## src/rtl/mlx90640_pkg.sv

```systemverilog
// Shared definitions for the MLX90640 frame path.
// Sensor geometry constants, pixel/address word types and the merger FSM state type.
package mlx90640_pkg;

    localparam int MLX_COLS   = 32;
    localparam int MLX_ROWS   = 24;
    localparam int MLX_PIXELS = 768;

    typedef logic [9:0]  mlx_addr_t;
    typedef logic [15:0] mlx_pixel_t;

    typedef enum logic [1:0] {
        IDLE,
        COLLECT,
        DONE
    } merger_state_t;

endpackage

```

## src/rtl/mlx90640_subpage_merger.sv

```systemverilog
// Merges the two interleaved MLX90640 subpage readouts into one frame buffer.
// Each incoming pixel is checked against the external pattern ROM of its subpage (or
// forced through by pass_all); valid pixels are written to the frame buffer one cycle later.
// A frame completes once both subpages have delivered their last pixel.
//
// Ports:
//   clk, rst                  clock, synchronous active-high reset
//   s_valid/s_ready           pixel stream handshake
//   s_addr/s_data             pixel index and raw word
//   s_subpage/s_last          subpage tag and end-of-readout marker
//   pass_all                  write every pixel regardless of the pattern ROM
//   rom_addr_pg0/rom_data_pg0 subpage-0 pattern ROM (async read)
//   rom_addr_pg1/rom_data_pg1 subpage-1 pattern ROM (async read)
//   wr_en/wr_addr/wr_data     frame-buffer write port
//   frame_done                one-cycle pulse per merged frame
//   frame_cnt                 completed-frame counter, wraps
//   err_count                 one-cycle pulse on a bad write count or out-of-range address
module mlx90640_subpage_merger
    import mlx90640_pkg::*;
#(
    parameter int WIDTH = 16,
    parameter int DEPTH = 768,
    localparam int ADDRW = $clog2(DEPTH),
    localparam int HALF  = DEPTH / 2
) (
    input  logic             clk,
    input  logic             rst,
    input  logic             s_valid,
    output logic             s_ready,
    input  logic [ADDRW-1:0] s_addr,
    input  logic [WIDTH-1:0] s_data,
    input  logic             s_subpage,
    input  logic             s_last,
    input  logic             pass_all,
    output logic [ADDRW-1:0] rom_addr_pg0,
    input  logic             rom_data_pg0,
    output logic [ADDRW-1:0] rom_addr_pg1,
    input  logic             rom_data_pg1,
    output logic             wr_en,
    output logic [ADDRW-1:0] wr_addr,
    output logic [WIDTH-1:0] wr_data,
    output logic             frame_done,
    output logic [7:0]       frame_cnt,
    output logic             err_count
);

    // Counts are compared one bit wider so that a full pass_all readout can reach DEPTH.
    localparam logic [ADDRW:0] DEPTH_W = (ADDRW + 1)'(DEPTH);
    localparam logic [ADDRW:0] HALF_W  = (ADDRW + 1)'(HALF);
    localparam logic [ADDRW:0] SAT_W   = (ADDRW + 1)'(DEPTH - 1);

    merger_state_t               state_q, state_d;
    logic [1:0]                  got_q, got_d;
    logic [1:0][ADDRW-1:0]       cnt_q, cnt_d;
    logic                        wr_en_q;
    logic [ADDRW-1:0]            wr_addr_q;
    logic [WIDTH-1:0]            wr_data_q;
    logic [7:0]                  frame_cnt_q;
    logic                        err_q, err_d;

    logic                        accept;
    logic                        in_range;
    logic                        sel;
    logic                        write;
    logic                        restart;
    logic [ADDRW-1:0]            base;
    logic [ADDRW:0]              fin;
    logic [ADDRW:0]              target;

    assign rom_addr_pg0 = s_addr;
    assign rom_addr_pg1 = s_addr;

    assign s_ready  = (state_q != DONE);
    assign accept   = s_valid & s_ready;
    assign in_range = ({1'b0, s_addr} < DEPTH_W);
    assign sel      = (s_subpage ? rom_data_pg1 : rom_data_pg0) | pass_all;
    assign write    = accept & sel & in_range;

    // A pixel on a subpage that already finished starts a fresh readout of that subpage.
    assign restart = (state_q == IDLE) || got_q[s_subpage];
    assign base    = restart ? '0 : cnt_q[s_subpage];
    assign fin     = {1'b0, base} + {{ADDRW{1'b0}}, write};
    assign target  = pass_all ? DEPTH_W : HALF_W;

    always_comb begin
        state_d = state_q;
        got_d   = got_q;
        cnt_d   = cnt_q;
        err_d   = 1'b0;
        unique case (state_q)
            IDLE, COLLECT: begin
                if (accept) begin
                    state_d           = COLLECT;
                    got_d[s_subpage]  = 1'b0;
                    cnt_d[s_subpage]  = (fin > SAT_W) ? SAT_W[ADDRW-1:0] : fin[ADDRW-1:0];
                    if (!in_range) begin
                        err_d = 1'b1;
                    end
                    if (s_last) begin
                        got_d[s_subpage] = 1'b1;
                        if (fin != target) begin
                            err_d = 1'b1;
                        end
                        if (got_q[~s_subpage]) begin
                            state_d = DONE;
                        end
                    end
                end
            end
            DONE: begin
                state_d = IDLE;
                got_d   = '0;
                cnt_d   = '0;
            end
            default: begin
                state_d = IDLE;
            end
        endcase
    end

    always_ff @(posedge clk) begin
        if (rst) begin
            state_q     <= IDLE;
            got_q       <= '0;
            cnt_q       <= '0;
            wr_en_q     <= 1'b0;
            wr_addr_q   <= '0;
            wr_data_q   <= '0;
            frame_cnt_q <= '0;
            err_q       <= 1'b0;
        end else begin
            state_q <= state_d;
            got_q   <= got_d;
            cnt_q   <= cnt_d;
            wr_en_q <= write;
            err_q   <= err_d;
            if (write) begin
                wr_addr_q <= s_addr;
                wr_data_q <= s_data;
            end
            if (state_q == DONE) begin
                frame_cnt_q <= frame_cnt_q + 8'd1;
            end
        end
    end

    assign wr_en      = wr_en_q;
    assign wr_addr    = wr_addr_q;
    assign wr_data    = wr_data_q;
    assign frame_done = (state_q == DONE);
    assign frame_cnt  = frame_cnt_q;
    assign err_count  = err_q;

endmodule

```

## config.mk

```make
export PLATFORM = sky130hd
export DESIGN_NAME = mlx90640_subpage_merger
export DESIGN_NICKNAME = d
export VERILOG_FILES = /design/src/rtl/mlx90640_pkg.sv /design/src/rtl/mlx90640_subpage_merger.sv
export SDC_FILE = /design/constraint.sdc
export NUM_CORES = 1
export LEC_CHECK = 0
export ABC_AREA = 1
export CAP_MARGIN = 20
export CORE_ASPECT_RATIO = 1.2
export CORE_MARGIN = 3
export CORE_UTILIZATION = 25
export CTS_CLUSTER_DIAMETER = 30
export DETAILED_ROUTE_END_ITERATION = 8
export GPL_TIMING_DRIVEN = 0
export PLACE_DENSITY = 0.47
export SLEW_MARGIN = 5
export SYNTH_ARGS = -nofsm -noshare
export SYNTH_HDL_FRONTEND = slang
export SYNTH_SLANG_ARGS = --single-unit
export TNS_END_PERCENT = 100
```

## constraint.sdc

```tcl
create_clock -name clk -period 3.16 [get_ports clk]
set_input_delay 0.316 -clock clk [delete_from_list [all_inputs] [get_ports clk]]
set_output_delay 0.316 -clock clk [all_outputs]
set_load 0.01 [all_outputs]
```

==> results of run 1 <==
synth_stat cells:
cell type / n / area, sq um
nand2_2: 15 / 93.8
and3_1: 2 / 12.5
nand3_1: 18 / 90.1
nand4_1: 1 / 6.26
nand4_2: 2 / 25.0
dfxtp_1: 60 / 1200
nand3_4: 1 / 17.5
buf_1: 1 / 3.75
nor3b_1: 1 / 7.51
a21oi_2: 3 / 26.3
or2_2: 1 / 6.26
nor3_1: 7 / 35.0
inv_1: 34 / 128
clkinv_1: 2 / 7.51
a21oi_1: 28 / 140
o21a_1: 2 / 15.0
ha_1: 3 / 37.5
nand3b_1: 1 / 7.51
inv_4: 1 / 6.26
clkbuf_1: 9 / 33.8
o21ai_1: 1 / 5.00
buf_6: 2 / 22.5
inv_2: 3 / 11.3
nand2_1: 102 / 383
buf_4: 23 / 173
o22ai_1: 2 / 12.5
nand2_4: 4 / 45.0
nor2_1: 79 / 297
nor2_4: 3 / 33.8
nor2_2: 3 / 18.8
o21ai_0: 35 / 175
cell families (layout without fill, tap and decap cells):
group	Yosys count	count (layout)	share of synthesized area, %
AND/OR/NAND/NOR	240	240	35.1
buffers and inverters	75	181	12.5
AO/OA/AOI/OAI	71	71	12.2
flip-flops	60	60	39.0
adder cells (fa/ha/maj)	3	3	1.22
per-layer routing:
layer | vias up | wire (um) | global-route usage [%]
met1 | 1353 | 3890 | 15.7
met4 | 0 | 63 | 5.64
met3 | 4 | 574 | 3.49
met5 | - | 0 | 0
met2 | 79 | 4500 | 23.7
li1 | 1608 | - | -
report_power, final:
part           internal, W  switching (W)
Combinational     0.000167       0.000162
Clock             0.000517       0.000337
Sequential        0.000791      0.0000176
worst max-delay path: stages (launching register included):
cell and delay, ns:
dfxtp_1 0.35, inv_1 0.10, nor2_4 0.16, inv_2 0.11
nand2_1 0.11, a21oi_1 0.06, nand2_2 0.17, clkinv_4 0.18
ha_1 0.26, ha_1 0.22, nand4_2 0.13, clkinv_1 0.16
nand2_1 0.10, nand2_1 0.05, nand2_1 0.11, inv_2 0.05
nand2_2 0.07, nand2_4 0.11, nand2_2 0.09, nand2_1 0.05
a21oi_1 0.12
what timing repair did:
action	4_1_cts	5_1_grt
pin swaps	0	1
hold endpoints to repair	0	0
endpoints found under the setup margin	21	17
setup buffers	0	2
cloned	0	0
resized for setup	3	1
registers in the layout, indices dropped and copies added, names as in the netlist:
register / count
cnt_q: 20
wr_data: 16
wr_addr: 10
frame_cnt: 8
got_q: 2
state_q: 2
err_count: 1
wr_en: 1
through the flow:
stage          cells  setup WS (ns)  hold slack [ns]  cell area [sq um]
2_1_floorplan    449          0.276            0.441               3080
3_3_place_gp     696         -0.540            0.452               4170
4_1_cts          710         0.0774            0.465               4440
3_5_place_dp     696         -0.611            0.456               4170
5_1_grt          712        0.00253            0.484               4460
6_report         712          0.311            0.464               4460
layout make-up:
| class | count | area share, % |
|---|---|---|
| buffer | 34 | 5.14 |
| tap | 157 | 4.41 |
| clock inverter | 6 | 0.730 |
| multi-input combinational | 314 | 33.6 |
| clock buffer | 9 | 5.05 |
| inverter | 40 | 3.54 |
| sequential | 60 | 27.0 |
| timing repair buffer | 92 | 20.6 |
how the worst max path moves through the flow:
stage	startpoint	end	depth (start not counted)
final	state_q[1]$_SDFFE_PP0P_	cnt_q[10]$_SDFFE_PP0P_	20
after global routing	state_q[1]$_SDFFE_PP0P_	cnt_q[11]$_SDFFE_PP0P_	20
after CTS	state_q[1]$_SDFFE_PP0P_	cnt_q[1]$_SDFFE_PP0P_	19
after detailed placement	pass_all	cnt_q[1]$_SDFFE_PP0P_	18
after global placement	pass_all	cnt_q[1]$_SDFFE_PP0P_	18
after floorplan	state_q[1]$_SDFFE_PP0P_	cnt_q[0]$_SDFFE_PP0P_	20
==> flow_summary.yaml, run 1 <==
run_status:
  status: "completed"
cells_and_area:
  fill_cells: 1219
  drive_gt1_share_pct: 14.4
  seqCellArea_sq_mm: 0.00120
  mostFrequentLayoutCell: "nand2_1"
  diodes: 0
  fin_util_pct: 37.8
  nets: 588
  multi_input_area_sq_mm: 0.00150
  area_growth_pct: 44.8
  layout_common_cells: "101 x nand2_1, 90 x clkdlybuf4s50_1, 79 x nor2_1"
cts:
  h-tree-depth: 3
  ctsLongestPathBuffers: 2
  worstSkewPairLatency_ns: 0.33
  cts_tree: "done"
  clkTransAtPathRegs_ns: 0.05
  cts_made_buffers: 9
  root_buffer: "clkbuf_16"
  hold_buffers: 0
  cts.sinks: 60
drt:
  num_vias: 3044
  ant_nets: 0
  first_pass_iters: 4
  route.detailed.wl_per_inst_um: 12.7
  wirelength_mm: 9.03
  drt_iter0_drc: 130
  drc: 0
  vias_per_cell: 4.28
synth:
  ys_warn_count: 0
  synth_area_sq_mm: 0.00308
  syn-num-nets: 486
  syn_avg_cell_area_sq_um: 6.85
  synth_cell_type_count: 31
  postSynthCellCount: 449
  ys_ff_latch: 60
  yosysSeqAreaShare_pct: 39.0
global_routing:
  grt.total_usage_pct: 13.6
  antenna_found_initial: 0
  grt_start_max_net_pins: 19
  grt_pass1_wl_mm: 14.4
  grt_pass1_vias: 2821
  grt_overflow: 0
pwr:
  pwr_density_cell_mw_per_mm2: 447
  peakVddDrop_mv: 0.180
  p_total_w: 0.00199
  p_leak_nw: 1.87
timing:
  slew-limit-headroom_pct: 33.1
  finalCriticalPeriod_ns: 2.85
  finalSetupViolations: 0
  hold_viol: 0
  fmax_mhz: 351
  slew_violations: 0
  setup_tns_ns: 0
  worstMarginPinSlew_ns: 0.999
  rsz0062_at_grt: "no"
  skew_ns: 0.00637
  finalCritPeriodShare_pct: 90.2
place:
  place.gp.congestion: 0.861
  io_buffers: 90
  dp_hpwl_mm: 6.79
critical_path:
  worstPathRequired_ns: 3.41
  crit_arrival_ns: 3.10
  worstPathMaxFanout: 18
  r2r_slack_ns: 0.31
  end_kind: "flop"
  ff2ff_path_depth: 20
  r2r-start: "state_q[1]$_SDFFE_PP0P_"
  critPathKind: "flop to flop"
  worst_r2r_endpoint: "cnt_q[10]$_SDFFE_PP0P_"
  cp-start-kind: "flop"
floorplanning:
  die_h_um: 128
  fp.coreArea_sq_mm: 0.0118
  placementRows: 43
  dieArea_sq_mm: 0.0137
  die_w_um: 107
  initial_core_util_pct: 26.1
  ioPinCount: 92
flow_run:
  drv_cap: 0
min_path:
  min_path_cells: 2
  hold_path.class: "flop to flop"
  worstHoldEndpoint: "cnt_q[14]$_SDFFE_PP0P_"
  hp-start: "cnt_q[14]$_SDFFE_PP0P_"
Note: power is estimated with default switching activity, not from simulation.
==> run 2: changes to the inputs <==
--- a/config.mk
+++ b/config.mk
@@ -13,6 +13,7 @@
 export CTS_CLUSTER_DIAMETER = 30
 export DETAILED_ROUTE_END_ITERATION = 8
 export GPL_TIMING_DRIVEN = 0
+export MAX_ROUTING_LAYER = met4
 export PLACE_DENSITY = 0.47
 export SLEW_MARGIN = 5
 export SYNTH_ARGS = -nofsm -noshare
==> flow_summary.yaml, run 2 (synthesis gave the netlist of run 1 again) <==
run_status:
  status: "completed"
min_path:
  worstHoldEndpoint: "cnt_q[14]$_SDFFE_PP0P_"
  hold_path.class: "flop to flop"
  hp-start: "cnt_q[14]$_SDFFE_PP0P_"
  min_path_cells: 2
critical_path:
  crit_arrival_ns: 3.10
  max_stage_delay_ns: 0.35
  worst-path-buf-inv: 5
  path_cells: "inv_1, nor2_4, inv_2, nand2_1, a21oi_1, nand2_2, clkinv_4, ha_1, ha_1, nand4_2, clkinv_1, nand2_1, nand2_1, nand2_1, inv_2, nand2_2, nand2_4, nand2_2, nand2_1, a21oi_2"
  worstPathRequired_ns: 3.41
  worstPathMaxFanout: 18
  cp_top_family: "simple AND/OR/NAND/NOR gates"
  r2r_slack_ns: 0.31
  r2r-start: "state_q[1]$_SDFFE_PP0P_"
  ff2ff_path_depth: 20
  end_kind: "flop"
  cp-start-kind: "flop"
  slowest_stage: "dfxtp_1"
  worst_r2r_endpoint: "cnt_q[1]$_SDFFE_PP0P_"
  crit_path_frequent_cell: "nand2_1"
  critPathKind: "flop to flop"
timing:
  finalCritPeriodShare_pct: 90.3
  hold_viol: 0
  finalSetupViolations: 0
  slew-limit-headroom_pct: 34.8
  skew_ns: 0.00823
  worstMarginPinSlew_ns: 0.974
  rsz0062_at_grt: "no"
  slew_violations: 0
  finalCriticalPeriod_ns: 2.85
  fmax_mhz: 350
flow_run:
  drv_cap: 0
place:
  dp_hpwl_mm: 6.79
  place.gp.congestion: 0.875
  dp.cells: 696
  io_buffers: 90
  placed_area_sq_mm: 0.00417
global_routing:
  grt_pass1_vias: 2822
  grt_overflow: 0
  grt.total_usage_pct: 14.0
  grt_start_max_net_pins: 19
  grt_pass1_wl_mm: 14.4
  antenna_found_initial: 0
cts:
  root_buffer: "clkbuf_16"
  clkTransAtPathRegs_ns: 0.05
  cts_made_buffers: 9
  ctsLongestPathBuffers: 2
  cts.sinks: 60
  worstSkewPairLatency_ns: 0.32
  cts_tree: "done"
  hold_buffers: 0
  h-tree-depth: 3
floorplanning:
  initial_core_util_pct: 26.1
  die_h_um: 128
  dieArea_sq_mm: 0.0137
  fp.coreArea_sq_mm: 0.0118
  ioPinCount: 92
  die_w_um: 107
  placementRows: 43
drt:
  wirelength_mm: 9.05
  vias_per_cell: 4.29
  drt_iter0_drc: 157
  route.detailed.wl_per_inst_um: 12.7
  first_pass_iters: 4
  ant_nets: 0
  num_vias: 3055
  drc: 0
cells_and_area:
  diodes: 0
  drive_gt1_share_pct: 14.4
  mostFrequentLayoutCell: "nand2_1"
  area_growth_pct: 44.8
  largest_register: "cnt_q"
  fin_area_sq_mm: 0.00446
  layout_common_cells: "101 x nand2_1, 90 x clkdlybuf4s50_1, 79 x nor2_1"
  largest_reg_flops: 20
  instances_no_fill: 712
  nets: 588
pwr:
  peakVddDrop_mv: 0.175
  pwr_density_cell_mw_per_mm2: 446
  p_leak_nw: 1.87
-- run 2: through the flow --
stage	total power, W	setup TNS (ns)	hold WS (ns)	setup WS (ns)	util (%)
final	0.00199	0	0.464	0.306	37.8
after global routing	0.00209	0	0.484	0.000212	37.8
after CTS	0.00203	0	0.465	0.0774	37.6
after floorplan	0.000983	0	0.441	0.276	-
after global placement	0.00115	-9.90	0.452	-0.540	35.4
after detailed placement	0.00116	-11.44	0.456	-0.611	35.4
-- run 2: worst max path at each step --
stage,start,to,slack [ns],depth (start not counted)
2_1_floorplan,state_q[1]$_SDFFE_PP0P_,cnt_q[0]$_SDFFE_PP0P_,0.28,20
3_3_place_gp,pass_all,cnt_q[1]$_SDFFE_PP0P_,-0.54,18
3_5_place_dp,pass_all,cnt_q[1]$_SDFFE_PP0P_,-0.61,18
4_1_cts,state_q[1]$_SDFFE_PP0P_,cnt_q[1]$_SDFFE_PP0P_,0.08,19
5_1_grt,state_q[1]$_SDFFE_PP0P_,cnt_q[11]$_SDFFE_PP0P_,0.0002,20
6_report,state_q[1]$_SDFFE_PP0P_,cnt_q[1]$_SDFFE_PP0P_,0.31,20
-- run 2: per-layer routing --
metal  global-route usage [%]  part of all wire [%]  vias to the layer above
met2                     23.7                    50                       82
met3                     3.64                   6.7                        2
met5                        -                     0                        -
met1                     15.6                    43                     1361
li1                         -                     -                     1610
met4                     5.64                  0.44                        0
-- run 2: area by class of cell --
| type | count | area (sq um) |
|---|---|---|
| inverter | 40 | 158 |
| multi-input combinational | 314 | 1500 |
| tap | 157 | 196 |
| buffer | 34 | 229 |
| fill | 1219 | 7330 |
| clock buffer | 9 | 225 |
| timing repair buffer | 92 | 916 |
| sequential | 60 | 1200 |
| clock inverter | 6 | 32.5 |
-- run 2: report_power, final --
part           internal (W)  switching, W  leakage [nW]
combinational      0.000167      0.000162          1.25
clock              0.000517      0.000333         0.131
sequential         0.000791     0.0000176         0.490
-- run 2: worst reg2reg max path: stages, from the launching register on --
cell and delay [ns]:
dfxtp_1 0.35, inv_1 0.10, nor2_4 0.16, inv_2 0.11
nand2_1 0.11, a21oi_1 0.06, nand2_2 0.17, clkinv_4 0.18
ha_1 0.27, ha_1 0.22, nand4_2 0.13, clkinv_1 0.16
nand2_1 0.10, nand2_1 0.05, nand2_1 0.11, inv_2 0.05
nand2_2 0.07, nand2_4 0.11, nand2_2 0.09, nand2_1 0.06
a21oi_2 0.11
-- run 2: repair_timing --
action,CTS,global route
buffers inserted,0,2
resized for setup,3,1
endpoints found under the hold margin,0,0
pin swaps,0,1
setup endpoints to repair,21,17
==> run 3: changes to the inputs <==
--- a/config.mk
+++ b/config.mk
@@ -8,7 +8,7 @@
 export ABC_AREA = 1
 export CAP_MARGIN = 20
 export CORE_ASPECT_RATIO = 1.2
-export CORE_MARGIN = 3
+export CORE_MARGIN = 2
 export CORE_UTILIZATION = 25
 export CTS_CLUSTER_DIAMETER = 30
 export DETAILED_ROUTE_END_ITERATION = 8
==> constraint.sdc (replaced) <==
create_clock -name clk -period 2.91 [get_ports clk]
set_input_delay 0.291 -clock clk [delete_from_list [all_inputs] [get_ports clk]]
set_output_delay 0.291 -clock clk [all_outputs]
set_load 0.01 [all_outputs]
==> flow_summary.yaml, run 3 (synthesis gave the netlist of run 1 again) <==
run_status:
  status: "completed"
place:
  place.gp.congestion: 0.851
  pre_cts_slack_ns: -0.865
  dp.cells: 700
  dp_hpwl_mm: 6.80
  placed_area_sq_mm: 0.00418
  io_buffers: 90
cells_and_area:
  instances_no_fill: 718
  area_growth_pct: 47.0
  mostFrequentLayoutCell: "nand2_1"
  nets: 590
  largest_reg_flops: 20
  drive_gt1_share_pct: 15.1
  fin_area_sq_mm: 0.00452
  largest_register: "cnt_q"
  fill_cells: 1261
  diodes: 0
  layout_common_cells: "101 x nand2_1, 90 x clkdlybuf4s50_1, 79 x nor2_1"
critical_path:
  end_kind: "flop"
  worstPathRequired_ns: 3.11
  critPathKind: "flop to flop"
  cp-start-kind: "flop"
  worstPathMaxFanout: 9
  crit_arrival_ns: 2.84
floorplanning:
  initial_core_util_pct: 25.5
  die_h_um: 126
  placementRows: 44
  dieArea_sq_mm: 0.0132
  fp.coreArea_sq_mm: 0.0121
  die_w_um: 105
  ioPinCount: 92
cts:
  root_buffer: "clkbuf_16"
  hold_buffers: 0
  ctsLongestPathBuffers: 2
  clkTransAtPathRegs_ns: 0.05
  h-tree-depth: 3
  worstSkewPairLatency_ns: 0.33
  cts.sinks: 60
  cts_tree: "done"
  cts_made_buffers: 9
timing:
  finalCriticalPeriod_ns: 2.64
  setup_ws_ns: 0.272
  skew_ns: 0.00480
  worstMarginPinSlew_ns: 0.988
  slew-limit-headroom_pct: 33.9
  hold_viol: 0
  rsz0062_at_grt: "no"
  slew_violations: 0
  finalSetupViolations: 0
  fmax_mhz: 379
  hold_ws_ns: 0.462
  finalCritPeriodShare_pct: 90.6
drt:
  vias_per_cell: 4.34
  drt_iter0_drc: 137
  ant_nets: 0
  wirelength_mm: 9.08
  route.detailed.wl_per_inst_um: 12.7
  drc: 0
  num_vias: 3115
  first_pass_iters: 4
global_routing:
  antenna_found_initial: 0
  grt_start_max_net_pins: 18
  grt_pass1_vias: 3020
  grt_pass1_wl_mm: 15.0
  grt_overflow: 0
  grt.total_usage_pct: 14.8
pwr:
  p_leak_nw: 1.88
  clkPwrFrac_pct: 45.6
  comb_power_share_pct: 15.8
  p_seq_share_pct: 38.6
  pwr_density_cell_mw_per_mm2: 504
  peakVddDrop_mv: 0.200
  switching_share_pct: 24.6
  internal-power_w: 0.00172
  power_switching_w: 0.000561
min_path:
  hold_path.class: "flop to flop"
flow_run:
  drv_cap: 0
## run 3: cell types whose count changed in the layout (fill, tap and decap cells not counted)
cell       previous run  this run
clkinv_2              5         3
clkbuf_8              0         1
inv_4                 1         2
bufinv_16             0         1
clkinv_1              1         0
buf_4                25        27
ha_2                  0         1
nand2_8               0         1
ha_1                  3         2
nand2_4               4         3
## run 3: critical path, stage by stage, from the launching register on
cell and delay, ns:
dfxtp_1 0.36, inv_1 0.11, nor2_4 0.17, inv_4 0.07, nand2_1 0.09, a21oi_1 0.06, nand2_2 0.16, clkinv_4 0.08
ha_1 0.23, ha_2 0.25, inv_1 0.08, nand2_1 0.05, a21oi_1 0.14, nand2_1 0.07, nor2_1 0.11, nand3_1 0.10
nor2_1 0.14, nand2_1 0.08, nand2_1 0.06, a21oi_1 0.08
## run 3: path summary, 6_finish.rpt
path / start / slack, ns / depth (start not counted) / end
max reg2reg: state_q[1]$_SDFFE_PP0P_ / 0.27 / 19 / err_count$_SDFF_PP0_
max: state_q[1]$_SDFFE_PP0P_ / 0.27 / 19 / err_count$_SDFF_PP0_
min: cnt_q[18]$_SDFFE_PP0P_ / 0.46 / 2 / cnt_q[18]$_SDFFE_PP0P_
min reg2reg: cnt_q[18]$_SDFFE_PP0P_ / 0.46 / 2 / cnt_q[18]$_SDFFE_PP0P_
## run 3: final cells by class
cell class | count | area (sq um) | share of cell area (%)
multi-input cells | 314 | 1510 | 33.4
plain buffers | 34 | 229 | 5.06
repair buffers | 94 | 931 | 20.6
inverters | 40 | 160 | 3.54
flip-flops and latches | 60 | 1200 | 26.6
well taps | 161 | 201 | 4.45
clock buffers | 10 | 239 | 5.28
clock inverters | 5 | 52.6 | 1.16
## run 3: power by group through the flow
| stage | Clock, W | Combinational [W] | Sequential (W) |
|---|---|---|---|
| floorplan | 0 | 0.000158 | 0.000909 |
| global placement | 0 | 0.000358 | 0.000895 |
| detailed placement | 0 | 0.000360 | 0.000895 |
| CTS | 0.00107 | 0.000364 | 0.000879 |
| global route | 0.00110 | 0.000396 | 0.000883 |
| finish | 0.00104 | 0.000360 | 0.000879 |
## run 3: per-stage QoR
stage / util, % / TNS, ns / power (W)
after floorplan: - / 0 / 0.00107
after global placement: 34.7 / -15.65 / 0.00125
after detailed placement: 34.7 / -16.37 / 0.00126
after CTS: 37.2 / 0 / 0.00231
after global routing: 37.5 / 0 / 0.00238
final: 37.5 / 0 / 0.00228
## run 3: metal layers
metal	vias to the layer above	wire (um)	GRT usage [%]
li1	1615	-	-
met1	1401	4040	16.9
met2	81	4400	24.9
met3	18	449	3.75
met4	0	189	5.73
met5	-	0	-
## run 3: timing repair
action	4_1_cts	5_1_grt
setup buffers	1	3
pin swaps	1	2
setup endpoints to repair	21	17
resized for setup	4	4
endpoints found under the hold margin	0	0
gates cloned	0	0
